--- src/rtl/usb_tx_line_driver.sv ---
// USB full-speed transmit line driver: serialises encoder bytes LSB first,
// inserts bit stuffing, NRZI-encodes onto dplus/dminus and finishes with SE0/SE0/J.
module usb_tx_line_driver #(
  parameter int CLKS_PER_BIT = 8
) (
  input  logic       clk,
  input  logic       rst,
  input  logic       begin_packet,
  input  logic [7:0] shift_data,
  input  logic       is_eop,
  output logic       rollover_flag,
  output logic       dplus,
  output logic       dminus,
  output logic       tx_active,
  output logic       tx_done
);

  localparam int TW = (CLKS_PER_BIT > 1) ? $clog2(CLKS_PER_BIT) : 1;
  localparam logic [TW-1:0] TIMER_LAST = TW'(CLKS_PER_BIT - 1);
  // rollover_flag is registered, so it is launched one cycle before timer==CLKS_PER_BIT-2
  localparam logic [TW-1:0] TIMER_ROLL = TW'(CLKS_PER_BIT - 3);

  // Line encodings as {dplus, dminus}
  localparam logic [1:0] LINE_J   = 2'b10;
  localparam logic [1:0] LINE_SE0 = 2'b00;

  typedef enum logic [2:0] {IDLE, LOAD, SEND, EOP_SE0, EOP_J} state_t;

  state_t          state_reg, state_next;
  logic [TW-1:0]   timer_reg, timer_next;
  logic [2:0]      bit_cnt_reg, bit_cnt_next;
  logic [2:0]      ones_cnt_reg, ones_cnt_next;
  logic            stuff_reg, stuff_next;
  logic [7:0]      shift_reg, shift_next;
  logic [1:0]      line_reg, line_next;
  logic            rollover_reg, rollover_next;
  logic            tx_active_reg, tx_active_next;
  logic            tx_done_reg, tx_done_next;

  logic            bit_boundary;
  logic            stuff_due;
  logic            byte_end;
  logic [2:0]      bit_cnt_inc;
  logic [TW-1:0]   timer_wrap;

  // NRZI: a 0 toggles the line between J and K, a 1 holds it
  function automatic logic [1:0] nrzi(input logic b, input logic [1:0] line);
    return b ? line : ~line;
  endfunction

  assign bit_boundary = (timer_reg == TIMER_LAST);
  // Six 1s have just been sent and the current period is not already a stuffed bit
  assign stuff_due    = !stuff_reg && (ones_cnt_reg == 3'd6);
  // Current period is the last one of the byte (bit 7 with no stuff pending, or its stuffed bit)
  assign byte_end     = (bit_cnt_reg == 3'd7) && !stuff_due;
  assign bit_cnt_inc  = bit_cnt_reg + 3'd1;
  assign timer_wrap   = bit_boundary ? '0 : timer_reg + TW'(1);

  // State register
  always_ff @(posedge clk) begin
    if (rst) state_reg <= IDLE;
    else     state_reg <= state_next;
  end

  // Next-state logic; EOP_SE0 reuses bit_cnt to count its two periods
  always_comb begin
    state_next = state_reg;
    case (state_reg)
      IDLE:    if (begin_packet) state_next = LOAD;
      LOAD:    state_next = is_eop ? EOP_SE0 : SEND;
      SEND:    if (bit_boundary && byte_end && is_eop) state_next = EOP_SE0;
      EOP_SE0: if (bit_boundary && bit_cnt_reg == 3'd1) state_next = EOP_J;
      EOP_J:   if (bit_boundary) state_next = IDLE;
      default: state_next = IDLE;
    endcase
  end

  // Output and datapath next values; every line change lands on a period start
  always_comb begin
    timer_next     = timer_reg;
    bit_cnt_next   = bit_cnt_reg;
    ones_cnt_next  = ones_cnt_reg;
    stuff_next     = stuff_reg;
    shift_next     = shift_reg;
    line_next      = line_reg;
    rollover_next  = 1'b0;
    tx_done_next   = 1'b0;
    tx_active_next = (state_next != IDLE);
    case (state_reg)
      IDLE: begin
        timer_next    = '0;
        bit_cnt_next  = '0;
        ones_cnt_next = '0;
        stuff_next    = 1'b0;
        line_next     = LINE_J;
      end
      LOAD: begin
        timer_next   = '0;
        bit_cnt_next = '0;
        stuff_next   = 1'b0;
        shift_next   = shift_data;
        if (is_eop) begin
          line_next     = LINE_SE0;
          ones_cnt_next = '0;
        end else begin
          line_next     = nrzi(shift_data[0], line_reg);
          ones_cnt_next = shift_data[0] ? 3'd1 : 3'd0;
        end
      end
      SEND: begin
        timer_next    = timer_wrap;
        rollover_next = (timer_reg == TIMER_ROLL) && byte_end;
        if (bit_boundary) begin
          if (stuff_due) begin
            stuff_next    = 1'b1;
            line_next     = ~line_reg;
            ones_cnt_next = '0;
          end else if (byte_end) begin
            stuff_next   = 1'b0;
            bit_cnt_next = '0;
            if (is_eop) begin
              line_next     = LINE_SE0;
              ones_cnt_next = '0;
            end else begin
              shift_next    = shift_data;
              line_next     = nrzi(shift_data[0], line_reg);
              ones_cnt_next = shift_data[0] ? ones_cnt_reg + 3'd1 : 3'd0;
            end
          end else begin
            stuff_next    = 1'b0;
            bit_cnt_next  = bit_cnt_inc;
            line_next     = nrzi(shift_reg[bit_cnt_inc], line_reg);
            ones_cnt_next = shift_reg[bit_cnt_inc] ? ones_cnt_reg + 3'd1 : 3'd0;
          end
        end
      end
      EOP_SE0: begin
        timer_next = timer_wrap;
        if (bit_boundary) begin
          if (bit_cnt_reg == 3'd1) begin
            bit_cnt_next = '0;
            line_next    = LINE_J;
          end else begin
            bit_cnt_next = bit_cnt_inc;
          end
        end
      end
      EOP_J: begin
        timer_next = timer_wrap;
        line_next  = LINE_J;
        if (bit_boundary) tx_done_next = 1'b1;
      end
      default: line_next = LINE_J;
    endcase
  end

  // Datapath and output registers
  always_ff @(posedge clk) begin
    if (rst) begin
      timer_reg     <= '0;
      bit_cnt_reg   <= '0;
      ones_cnt_reg  <= '0;
      stuff_reg     <= 1'b0;
      shift_reg     <= '0;
      line_reg      <= LINE_J;
      rollover_reg  <= 1'b0;
      tx_active_reg <= 1'b0;
      tx_done_reg   <= 1'b0;
    end else begin
      timer_reg     <= timer_next;
      bit_cnt_reg   <= bit_cnt_next;
      ones_cnt_reg  <= ones_cnt_next;
      stuff_reg     <= stuff_next;
      shift_reg     <= shift_next;
      line_reg      <= line_next;
      rollover_reg  <= rollover_next;
      tx_active_reg <= tx_active_next;
      tx_done_reg   <= tx_done_next;
    end
  end

  assign dplus         = line_reg[1];
  assign dminus        = line_reg[0];
  assign rollover_flag = rollover_reg;
  assign tx_active     = tx_active_reg;
  assign tx_done       = tx_done_reg;

endmodule
--- config.mk ---
export PLATFORM = sky130hd
export DESIGN_NAME = usb_tx_line_driver
export DESIGN_NICKNAME = d
export VERILOG_FILES = /design/src/rtl/usb_tx_line_driver.sv
export SDC_FILE = /design/constraint.sdc
export NUM_CORES = 1
export LEC_CHECK = 0
export ABC_AREA = 1
export ABC_CLOCK_PERIOD_IN_PS = 2050
export CAP_MARGIN = 10
export CELL_PAD_IN_SITES_DETAIL_PLACEMENT = 1
export CELL_PAD_IN_SITES_GLOBAL_PLACEMENT = 1
export CORE_ASPECT_RATIO = 0.9
export CORE_MARGIN = 2
export CORE_UTILIZATION = 39
export DETAILED_ROUTE_END_ITERATION = 16
export GPL_TIMING_DRIVEN = 0
export PLACE_DENSITY = 0.82
export SYNTH_ARGS = -nofsm -noshare
export SYNTH_HDL_FRONTEND = slang
export SYNTH_SLANG_ARGS = --single-unit
--- constraint.sdc ---
create_clock -name clk -period 2.05 [get_ports clk]
set_clock_uncertainty 0.2 [all_clocks]
set_input_delay 0.5125 -clock clk [delete_from_list [all_inputs] [get_ports clk]]
set_output_delay 0.5125 -clock clk [all_outputs]
set_load 0.02 [all_outputs]
==> results of run 1 <==
-- area by class of cell --
class                           count  area, sq um  share of cell area (%)
Buffer                              3        20.02                   1.149
Inverter                           35        133.9                   7.681
Tap cell                           46        57.56                   3.302
Clock buffer                        4        55.05                   3.159
Timing Repair Buffer               16        165.2                   9.476
Multi-Input combinational cell    144        787.0                   45.15
Sequential cell                    26        524.3                   30.08
-- stage by stage --
stage               instance area [sq um]  hold WS (ns)  total power [W]  setup WS [ns]
CTS                                  1729        0.2678         0.001344        0.01654
floorplan                            1455        0.2286        0.0008780         0.3180
detailed placement                   1673        0.2544        0.0009984        -0.1378
global route                         1743        0.2819         0.001419       -0.01362
finish                               1743        0.2644         0.001325         0.1212
global placement                     1673        0.2445        0.0009864        -0.1096
-- worst min-delay path, delay by kind of cell, from the launching register on --
family	cells	cell delay [ns]
AO/OA/AOI/OAI	1	0.06
buffers and inverters	1	0.06
flip-flops	1	0.31
-- layout by cell type (no fill, tap or decap), types with 2 or more instances in the layout --
cell                               n
sky130_fd_sc_hd__nand2_2           4
sky130_fd_sc_hd__a21oi_2           4
sky130_fd_sc_hd__dfxtp_1          25
sky130_fd_sc_hd__nand3_1          12
sky130_fd_sc_hd__a21oi_1          14
sky130_fd_sc_hd__nand2_1          48
sky130_fd_sc_hd__dlymetal6s2s_1    2
sky130_fd_sc_hd__clkbuf_8          4
sky130_fd_sc_hd__o21ai_0          12
sky130_fd_sc_hd__nor2_1           23
sky130_fd_sc_hd__a22oi_1           3
sky130_fd_sc_hd__o21ai_2           2
sky130_fd_sc_hd__clkdlybuf4s50_1  14
sky130_fd_sc_hd__inv_1            29
sky130_fd_sc_hd__ha_1              7
sky130_fd_sc_hd__nor3_1            4
sky130_fd_sc_hd__inv_2             5
-- worst min path at each step --
stage	slack (ns)	start	depth (start not counted)	end
6_report	0.26	shift_reg[1]	2	shift_reg[1]
5_1_grt	0.28	shift_reg[7]	2	shift_reg[7]
4_1_cts	0.27	shift_reg[7]	2	shift_reg[7]
2_1_floorplan	0.23	shift_reg[5]	2	shift_reg[5]
3_3_place_gp	0.24	shift_reg[5]	2	shift_reg[5]
3_5_place_dp	0.25	shift_reg[5]	2	shift_reg[5]
-- power breakdown --
group	switching [W]	leakage, nW	internal [W]
Combinational	0.000243	0.542	0.000152
Sequential	0.0000320	0.213	0.000559
Clock	0.000167	0.0288	0.000172
Total	0.000441	0.784	0.000884
-- cells by family after synthesis --
family | share of synthesized area [%]
buf+inv | 10.49
compound gates | 17.28
flops | 35.77
xor+xnor | 0.6020
simple gates | 28.98
fa+ha+maj | 6.879
-- routing by layer --
layer	track usage [%]	share of wire (%)	up-vias
li1	-	-	699
met1	25.33	51	626
met2	29.40	47	11
met3	3.784	1.9	2
met4	3.429	0.59	0
met5	0	0	-
==> results.txt, run 1 <==
----------------------------------------------------
[Drt]
  Post-route ant nets ... 0
  Total iterations of the first detailed-routing run ... 4
  Mean routed wirelength per cell ... roughly 13 microns
  Drt initial violations ... between 40 and 50
  Drc violations ... 0
  Via density per instance ... about 4.9
  Number of vias in the routed layout ... around 1,300
  Total detailed-routing wirelength ... 3556 microns

[Clock network]
  CTS sink count ... 26
  CTS Buf Count ... 3
  Number of resized instances in the post-cts repair step ... 1
  Depth of the CTS H-tree ... 1
  Number of hold buffers added after cts ... 0
  Library cell used as clock root buffer ... sky130_fd_sc_hd__clkbuf_8
  Maximum root-to-sink buffer count ... 2
  Post-CTS repair timing setup buffer count ... 0
  Clk_lat worst skew ... 0.27 ns
  CTS tree ... done
  Clock-pin slew on the worst setup and hold paths ... 0.09 ns

[Synthesis]
  EDFF count, synth ... 0
  Synthesized instance count ... 208
  Fraction of post-synthesis cell area in the top cell type by area ... roughly 36%
  Most instantiated library cell after synthesis ... sky130_fd_sc_hd__nand2_1
  Warnings from Yosys ... 0
  Leading register cell type out of synthesis ... sky130_fd_sc_hd__dfxtp_1
  Mean area per synthesized cell ... approximately 7.0 sq um
  Sequential share of the synthesized area ... between 30% and 40%
  Commonest cells post-synth ... 49 x sky130_fd_sc_hd__nand2_1, 29 x sky130_fd_sc_hd__inv_1, 26 x sky130_fd_sc_hd__dfxtp_1
  Area leader, netlist ... sky130_fd_sc_hd__dfxtp_1
  Number of synthesized register bits ... 26
  Count of unique library cells instantiated by Yosys ... 27
  Synthesized cell area ... around 1500 sq um
  FFs w/ async S/R, synth ... 0%
  Leading post-synthesis cells by cell area ... sky130_fd_sc_hd__dfxtp_1 36%, sky130_fd_sc_hd__nand2_1 13%, sky130_fd_sc_hd__inv_1 7.5%, sky130_fd_sc_hd__ha_1 6.9%, sky130_fd_sc_hd__nor2_1 5.9%
  Syn_nets ... between 200 and 250

[STA]
  Peak Freq ... approximately 0.52 GHz
  Final critical-path share of the clock period ... about 94%
  Hold Violations, Final ... 0
  Final-report max-slew violation count ... 0
  Final worst path period need ... around 1.9 ns
  Final total negative setup slack ... 0 ns
  # setup viols final ... 0
  Max-slew headroom ... 67.63%
  Slew at the pin with the worst max-slew slack ... between 0.4 and 0.5 ns

[Floorplan]
  Std-Cell Core Area ... ~3700 sq um
  Number of placed I/O pins ... 17
  Die area ... around 4200 sq um
  Y dimension of the die ... between 60 and 70 microns
  Die span in x ... 68.39 microns
  Standard-cell row count ... 21
  Initial standard-cell utilization of the core ... 39.84%

[Job]
  Max Cap Viol ... 0

[Worst setup path]
  Cell-by-cell listing of the critical path ... ha_1 -> ha_2 -> nor2_1 -> nor3_1 -> inv_1 -> a22oi_1 -> nor2_1
  Capturing element of the worst setup path ... bit_cnt_reg[1]
  Cell repeated most along the worst path ... sky130_fd_sc_hd__nor2_1
  Worst r2r path cells ... 7
  Slowest cell on the critical path ... sky130_fd_sc_hd__dfxtp_1
  Startpoint of the most critical setup path ... timer_reg[0]
  CP top delay family ... adder cells
  Required time worst endpoint ... 2.00 ns
  Crit. End Element ... register
  Slowest Stage Delay on Critical Path ... approximately 0.40 ns
  Arr. time, crit path ... 1.88 ns
  Setup slack of the most critical reg-to-reg path ... 0.12 ns
  Reg-to-reg critical path startpoint ... timer_reg[0]
  Critical Path Start Type ... register
  Reg-to-reg critical path endpoint ... bit_cnt_reg[1]
  Setup Crit Path Kind ... register to register
  Cell depth of the worst setup path ... 7
  Buffers and inverters on the worst path ... 1
  Maximum fanout encountered on the critical timing path ... 7

[Finish]
  Fill cell instance count of the final layout ... between 400 and 500
  Net total in the final layout ... roughly 250
  Fraction of layout cells with a size suffix above 1 ... about 12%
  Final Util ... between 40% and 50%
  Layout area overhead ... 19.78%
  Final antenna diode count ... 0
  Number of cells in the finished layout apart from fillers ... around 270
  Number of flip-flops in the largest register ... 8

[Power and ir drop]
  Leakage power ... 0.7840 nW
  Peak supply drop ... about 0.00036 V
  Power Dens Cells ... about 760 nW/um^2

[Placed design]
  Detailed placement HPWL ... about 2700 microns
  Post-Place Cells ... 270
  Count of buffers from port buffering ... 16
  Global placement routability congestion ... about 0.77

[Global routing]
  Number of global-route vias before repair ... between 1,000 and 1,500
  Largest net degree at the start of global routing ... 15
  Aggregate global routing overflow ... 0
  Global-route wire length before repair ... between 5000 and 6000 microns
  Total routing resource utilization after global routing ... 18.19%
  Antenna violations before repair ... 0

[Worst hold path]
  Worst Hold Class ... register to register

[Outcome]
  Run status ... complete, no violations

----------------------------------------------------
(Power assumes the default switching activity.)
==> run 2, diff against run 1 <==
--- a/config.mk
+++ b/config.mk
@@ -12,10 +12,11 @@
 export CELL_PAD_IN_SITES_GLOBAL_PLACEMENT = 1
 export CORE_ASPECT_RATIO = 0.9
 export CORE_MARGIN = 2
-export CORE_UTILIZATION = 39
+export CORE_UTILIZATION = 44
 export DETAILED_ROUTE_END_ITERATION = 16
+export DONT_BUFFER_PORTS = 1
 export GPL_TIMING_DRIVEN = 0
-export PLACE_DENSITY = 0.82
+export PLACE_DENSITY_LB_ADDON = 0.08
 export SYNTH_ARGS = -nofsm -noshare
 export SYNTH_HDL_FRONTEND = slang
 export SYNTH_SLANG_ARGS = --single-unit
==> run 2 against run 1 <==
Non-clock buffer count shrank 16. Cell area shrank 8.5%. Sequential share of layout area grew 2.7 points. First-iteration DRC count grew 15%. Via count shrank 1.0%. Critical path type unchanged. Largest cell class unchanged. Largest power group unchanged. Highest routed layer unchanged.
==> results.txt, run 2 (synthesis results as in run 1) <==
----------------------------------------------------
[Clock network]
  Post-CTS repair timing setup buffer count ... 0
  Library cell used as clock root buffer ... sky130_fd_sc_hd__clkbuf_8
  Maximum root-to-sink buffer count ... 2
  CTS Buf Count ... 3
  Number of resized instances in the post-cts repair step ... 0
  Clk_lat worst skew ... about 0.28 ns
  Clock-pin slew on the worst setup and hold paths ... around 0.10 ns
  Number of hold buffers added after cts ... 0
  CTS sink count ... 26
  CTS tree ... done
  Depth of the CTS H-tree ... 1

[Placed design]
  Detailed placement HPWL ... between 2000 and 3000 microns
  Count of buffers from port buffering ... 0
  Global placement routability congestion ... ~0.81

[Job]
  Max Cap Viol ... 0

[Global routing]
  GR Util met3 ... under 10%
  Number of global-route vias before repair ... around 1,400
  Antenna violations before repair ... 0
  Met1 Usage GRT ... 26.56%
  Total routing resource utilization after global routing ... a little over a fifth
  Busiest grt layer ... met2
  Global-route wire length before repair ... between 6000 and 7000 microns
  Largest net degree at the start of global routing ... 16
  Global routing met2 resource utilization ... approximately 39%
  Aggregate global routing overflow ... 0

[Finish]
  Most used cells in the layout excluding fill and tap cells ... 48 x sky130_fd_sc_hd__nand2_1, 29 x sky130_fd_sc_hd__inv_1, 24 x sky130_fd_sc_hd__dfxtp_1, 22 x sky130_fd_sc_hd__nor2_1, 14 x sky130_fd_sc_hd__a21oi_1
  Net total in the final layout ... between 200 and 250
  Most common library cell in the layout ignoring fill and taps ... sky130_fd_sc_hd__nand2_1
  Layout area overhead ... 9.544%
  Number of flip-flops in the largest register ... 8
  Fraction of layout cells with a size suffix above 1 ... around 14%
  Final antenna diode count ... 0

[Worst setup path]
  Critical Path Start Type ... register
  Setup Crit Path Kind ... register to register
  Cell-by-cell listing of the critical path ... ha_1 -> ha_1 -> nand2_2 -> nand2_2 -> o2111ai_4 -> buf_6 -> o21ai_2 -> a21oi_2
  Required time worst endpoint ... 2.03 ns
  Arr. time, crit path ... about 1.9 ns
  Slowest cell on the critical path ... sky130_fd_sc_hd__dfxtp_2
  Crit. End Element ... register
  Slowest Stage Delay on Critical Path ... 0.41 ns
  Maximum fanout encountered on the critical timing path ... 10

[Floorplan]
  Y dimension of the die ... between 50 and 60 microns
  Die span in x ... 64.62 microns
  Initial standard-cell utilization of the core ... a little under half
  Number of placed I/O pins ... 17
  Std-Cell Core Area ... about 3100 sq um
  Standard-cell row count ... 19
  Die area ... roughly 3800 sq um

[Drt]
  Post-route ant nets ... 0
  Drc violations ... 0
  Via density per instance ... 5.213
  Mean routed wirelength per cell ... 13.95 microns
  Drt initial violations ... 54
  Number of vias in the routed layout ... between 1,000 and 1,500
  Total iterations of the first detailed-routing run ... 4
  Total detailed-routing wirelength ... 3543 microns

[Power and ir drop]
  Power Dens Cells ... around 860 nW/um^2
  Leakage power ... just over 0.7 nW
  Peak supply drop ... between 0.0005 and 0.0006 V

[STA]
  Max-slew headroom ... 64.88%
  Peak Freq ... around 0.53 GHz
  Slew at the pin with the worst max-slew slack ... between 0.5 and 0.6 ns
  Hold Violations, Final ... 0
  Final critical-path share of the clock period ... between 90% and 100%
  Final total negative setup slack ... 0 ns
  Final worst path period need ... 1.894 ns
  # setup viols final ... 0
  RSZ-0062 raised after global routing ... no
  Final-report max-slew violation count ... 0
  Final worst hold slack ... around 0.077 ns

[Outcome]
  Run status ... complete, no violations

[Worst hold path]
  Worst Hold Class ... input port to register

----------------------------------------------------
[run 2: cell count changes in the layout (fill, tap and decap cells not counted), sizes merged]
cell / before / now
clkdlybuf4s50: 14 / 0
dlymetal6s2s: 2 / 0
bufinv: 0 / 1
clkbuf: 6 / 5
[run 2: worst paths after layout]
path | from | depth (start not counted) | slack, ns | end
worst max-delay path | bit_cnt_reg[0] | 8 | 0.16 | shift_reg[3]
worst min-delay path | rst | 1 | 0.08 | ones_cnt_reg[1]
worst max register to register | bit_cnt_reg[0] | 8 | 0.16 | shift_reg[3]
worst min register to register | shift_reg[7] | 2 | 0.27 | shift_reg[7]
[run 2: stage by stage]
step	utilization [%]	std cells	cell area (sq um)	power, W	worst slack (ns)
after floorplan	-	208	1455	0.0008780	0.3180
after CTS	50.70	254	1579	0.001395	0.002094
after global placement	48.41	250	1508	0.0009350	0.08105
final	51.19	254	1594	0.001375	0.1563
after detailed placement	48.41	250	1508	0.0009555	0.02127
after global routing	51.19	254	1594	0.001472	0.008540
[run 2: routing by layer]
metal / vias up / part of all wire, %
met5: - / 0
met4: 0 / 1.2
met3: 6 / 2.8
met2: 20 / 49
met1: 627 / 47
li1: 671 / -
[run 2: power breakdown]
| part | leakage, nW | internal, W | total [W] | switching (W) |
|---|---|---|---|---|
| clock network | 0.0357 | 0.000262 | 0.000431 | 0.000170 |
| registers | 0.213 | 0.000559 | 0.000608 | 0.0000489 |
| logic | 0.460 | 0.000119 | 0.000336 | 0.000216 |
| total | 0.708 | 0.000940 | 0.00138 | 0.000435 |
[run 2: layout make-up]
type	instances	area, sq um
clock buffers	3	41.29
multi-input cells	144	794.5
flip-flops and latches	26	523.0
inverters	35	133.9
well taps	42	52.55
clock inverters	1	30.03
plain buffers	3	18.77
fillers	412	1520
[run 2: worst max-delay path, delay by kind of cell (launching register included)]
family	cells	cell delay, ns
simple gates	2	0.26
flops	1	0.41
fa+ha+maj	2	0.40
buf+inv	1	0.19
compound gates	3	0.34
==> run 3, diff against run 2 <==
--- a/config.mk
+++ b/config.mk
@@ -6,7 +6,7 @@
 export NUM_CORES = 1
 export LEC_CHECK = 0
 export ABC_AREA = 1
-export ABC_CLOCK_PERIOD_IN_PS = 2050
+export ABC_CLOCK_PERIOD_IN_PS = 2100
 export CAP_MARGIN = 10
 export CELL_PAD_IN_SITES_DETAIL_PLACEMENT = 1
 export CELL_PAD_IN_SITES_GLOBAL_PLACEMENT = 1
==> constraint.sdc (replaced) <==
create_clock -name clk -period 2.1 [get_ports clk]
set_clock_uncertainty 0.2 [all_clocks]
set_input_delay 0.525 -clock clk [delete_from_list [all_inputs] [get_ports clk]]
set_output_delay 0.525 -clock clk [all_outputs]
set_load 0.02 [all_outputs]
==> run 3 against run 2 <==
Cell area is 0.55% lower. Worst setup slack got worse by 0.0041 ns. Non-clock buffer count unchanged. Sequential share of layout area is 0.10 points higher. Sequential power decreased by 2%. Combinational power shrank 3%. Total power decreased by 2.8%. Sequential cell count unchanged. Die area is the same. Critical path depth unchanged. Highest routed layer unchanged.
==> results.txt, run 3 (synthesis results as in run 1) <==
----------------------------------------------------
[Global routing]
  Number of global-route vias before repair ... around 1,400
  Aggregate global routing overflow ... 0
  Global-route wire length before repair ... 6313 microns
  Antenna violations before repair ... 0
  Total routing resource utilization after global routing ... approximately 22%
  Largest net degree at the start of global routing ... 16

[Floorplan]
  Die span in x ... between 60 and 70 microns
  Die area ... approximately 3800 sq um
  Standard-cell row count ... 19
  Number of placed I/O pins ... 17
  Y dimension of the die ... ~59 microns
  Initial standard-cell utilization of the core ... between 40% and 50%
  Std-Cell Core Area ... about 3100 sq um

[Clock network]
  Number of hold buffers added after cts ... 0
  Library cell used as clock root buffer ... sky130_fd_sc_hd__clkbuf_8
  Depth of the CTS H-tree ... 1
  CTS Buf Count ... 3
  Clock-pin slew on the worst setup and hold paths ... ~0.1 ns
  Clk_lat worst skew ... 0.28 ns
  CTS sink count ... 26
  Maximum root-to-sink buffer count ... 2
  CTS tree ... done

[Worst setup path]
  Slowest Stage Delay on Critical Path ... around 0.40 ns
  Arr. time, crit path ... ~1.9 ns
  Cell-by-cell listing of the critical path ... ha_1 -> ha_1 -> nand2_1 -> nand2_2 -> o2111ai_4 -> buf_6 -> o21ai_2 -> a21oi_2
  Cell repeated most along the worst path ... sky130_fd_sc_hd__ha_1
  Slowest cell on the critical path ... sky130_fd_sc_hd__dfxtp_2
  CP top delay family ... flip-flops
  Crit. End Element ... register
  Buffers and inverters on the worst path ... 1
  Maximum fanout encountered on the critical timing path ... 10
  Critical Path Start Type ... register
  Setup Crit Path Kind ... register to register
  Required time worst endpoint ... 2.08 ns

[Finish]
  Number of flip-flops in the largest register ... 8
  Fraction of layout cells with a size suffix above 1 ... 12.74%
  Most common library cell in the layout ignoring fill and taps ... sky130_fd_sc_hd__nand2_1
  Fill cell instance count of the final layout ... around 410
  Final antenna diode count ... 0
  Final Util ... 50.90%
  Layout area overhead ... 8.942%
  Register area ... ~520 sq um
  Number of cells in the finished layout apart from fillers ... 254
  Most used cells in the layout excluding fill and tap cells ... 49 x sky130_fd_sc_hd__nand2_1, 29 x sky130_fd_sc_hd__inv_1, 25 x sky130_fd_sc_hd__dfxtp_1, 22 x sky130_fd_sc_hd__nor2_1, 14 x sky130_fd_sc_hd__a21oi_1
  Net total in the final layout ... around 230
  Area of combinational cells with multiple inputs ... between 700 and 800 sq um

[STA]
  Final critical-path share of the clock period ... 92.75%
  Final worst hold slack ... 0.09245 ns
  # setup viols final ... 0
  Hold Violations, Final ... 0
  RSZ-0062 raised after global routing ... no
  Final-report max-slew violation count ... 0
  Slew at the pin with the worst max-slew slack ... 0.5310 ns
  Peak Freq ... between 0.5 and 0.6 GHz
  Max-slew headroom ... 64.60%
  Final total negative setup slack ... 0 ns
  Final worst path period need ... 1.948 ns

[Power and ir drop]
  Power Dens Cells ... roughly 840 nW/um^2
  Leakage power ... 0.7064 nW
  Peak supply drop ... roughly 0.00055 V

[Drt]
  Via density per instance ... between 5 and 6
  Mean routed wirelength per cell ... 13.91 microns
  Number of vias in the routed layout ... between 1,000 and 1,500
  Total iterations of the first detailed-routing run ... 4
  Drt initial violations ... 54
  Drc violations ... 0
  Total detailed-routing wirelength ... ~3500 microns
  Post-route ant nets ... 0

[Worst hold path]
  Worst Hold Class ... input port to register

[Outcome]
  Run status ... complete, no violations

[Placed design]
  Detailed placement HPWL ... between 2000 and 3000 microns
  Post-Place Cells ... 250
  Global placement routability congestion ... 0.8101
  Count of buffers from port buffering ... 0

[Job]
  Max Cap Viol ... 0

----------------------------------------------------
-- run 3: cell counts in the layout (fill, tap and decap cells not counted) --
No cell type changed its count.
-- run 3: per-stage QoR --
step	area, sq um	power (W)	setup WS [ns]
6_report	1585	0.001337	0.1522
5_1_grt	1585	0.001436	0.01383
4_1_cts	1579	0.001362	0.05209
3_5_place_dp	1508	0.0009327	0.07127
3_3_place_gp	1508	0.0009127	0.1310
2_1_floorplan	1455	0.0008571	0.3680
-- run 3: per-layer routing --
| metal | part of all wire [%] | vias to the layer above | wire, microns | track usage [%] |
|---|---|---|---|---|
| met1 | 46 | 627 | 1614 | 26.56 |
| met3 | 3.7 | 6 | 129 | 5.163 |
| met4 | 1.2 | 0 | 41 | 4.255 |
| li1 | - | 672 | - | - |
| met5 | 0 | - | 0 | 0 |
| met2 | 49 | 23 | 1748 | 38.69 |
-- run 3: repair_timing --
action,CTS,global route
gates resized for setup,0,3
buffers inserted,0,0
setup endpoints to repair,0,8
-- run 3: path summary, 6_finish.rpt --
path	slack (ns)	start	depth (start not counted)	to
worst min register to register	0.27	shift_reg[7]	2	shift_reg[7]
worst max register to register	0.15	bit_cnt_reg[0]	8	shift_reg[3]
worst max-delay path	0.15	bit_cnt_reg[0]	8	shift_reg[3]
worst min-delay path	0.09	rst	1	ones_cnt_reg[1]
-- run 3: cell type report --
class	count	area share, %
multi-input combinational	144	49.64
inverter	35	8.445
buffer	3	1.184
sequential	26	32.91
clock buffer	3	2.605
tap	42	3.315
clock inverter	1	1.894
-- run 3: report_power, final --
group	internal, W	switching (W)
Clock	0.000255	0.000163
Combinational	0.000115	0.000210
Sequential	0.000546	0.0000479
Total	0.000916	0.000421
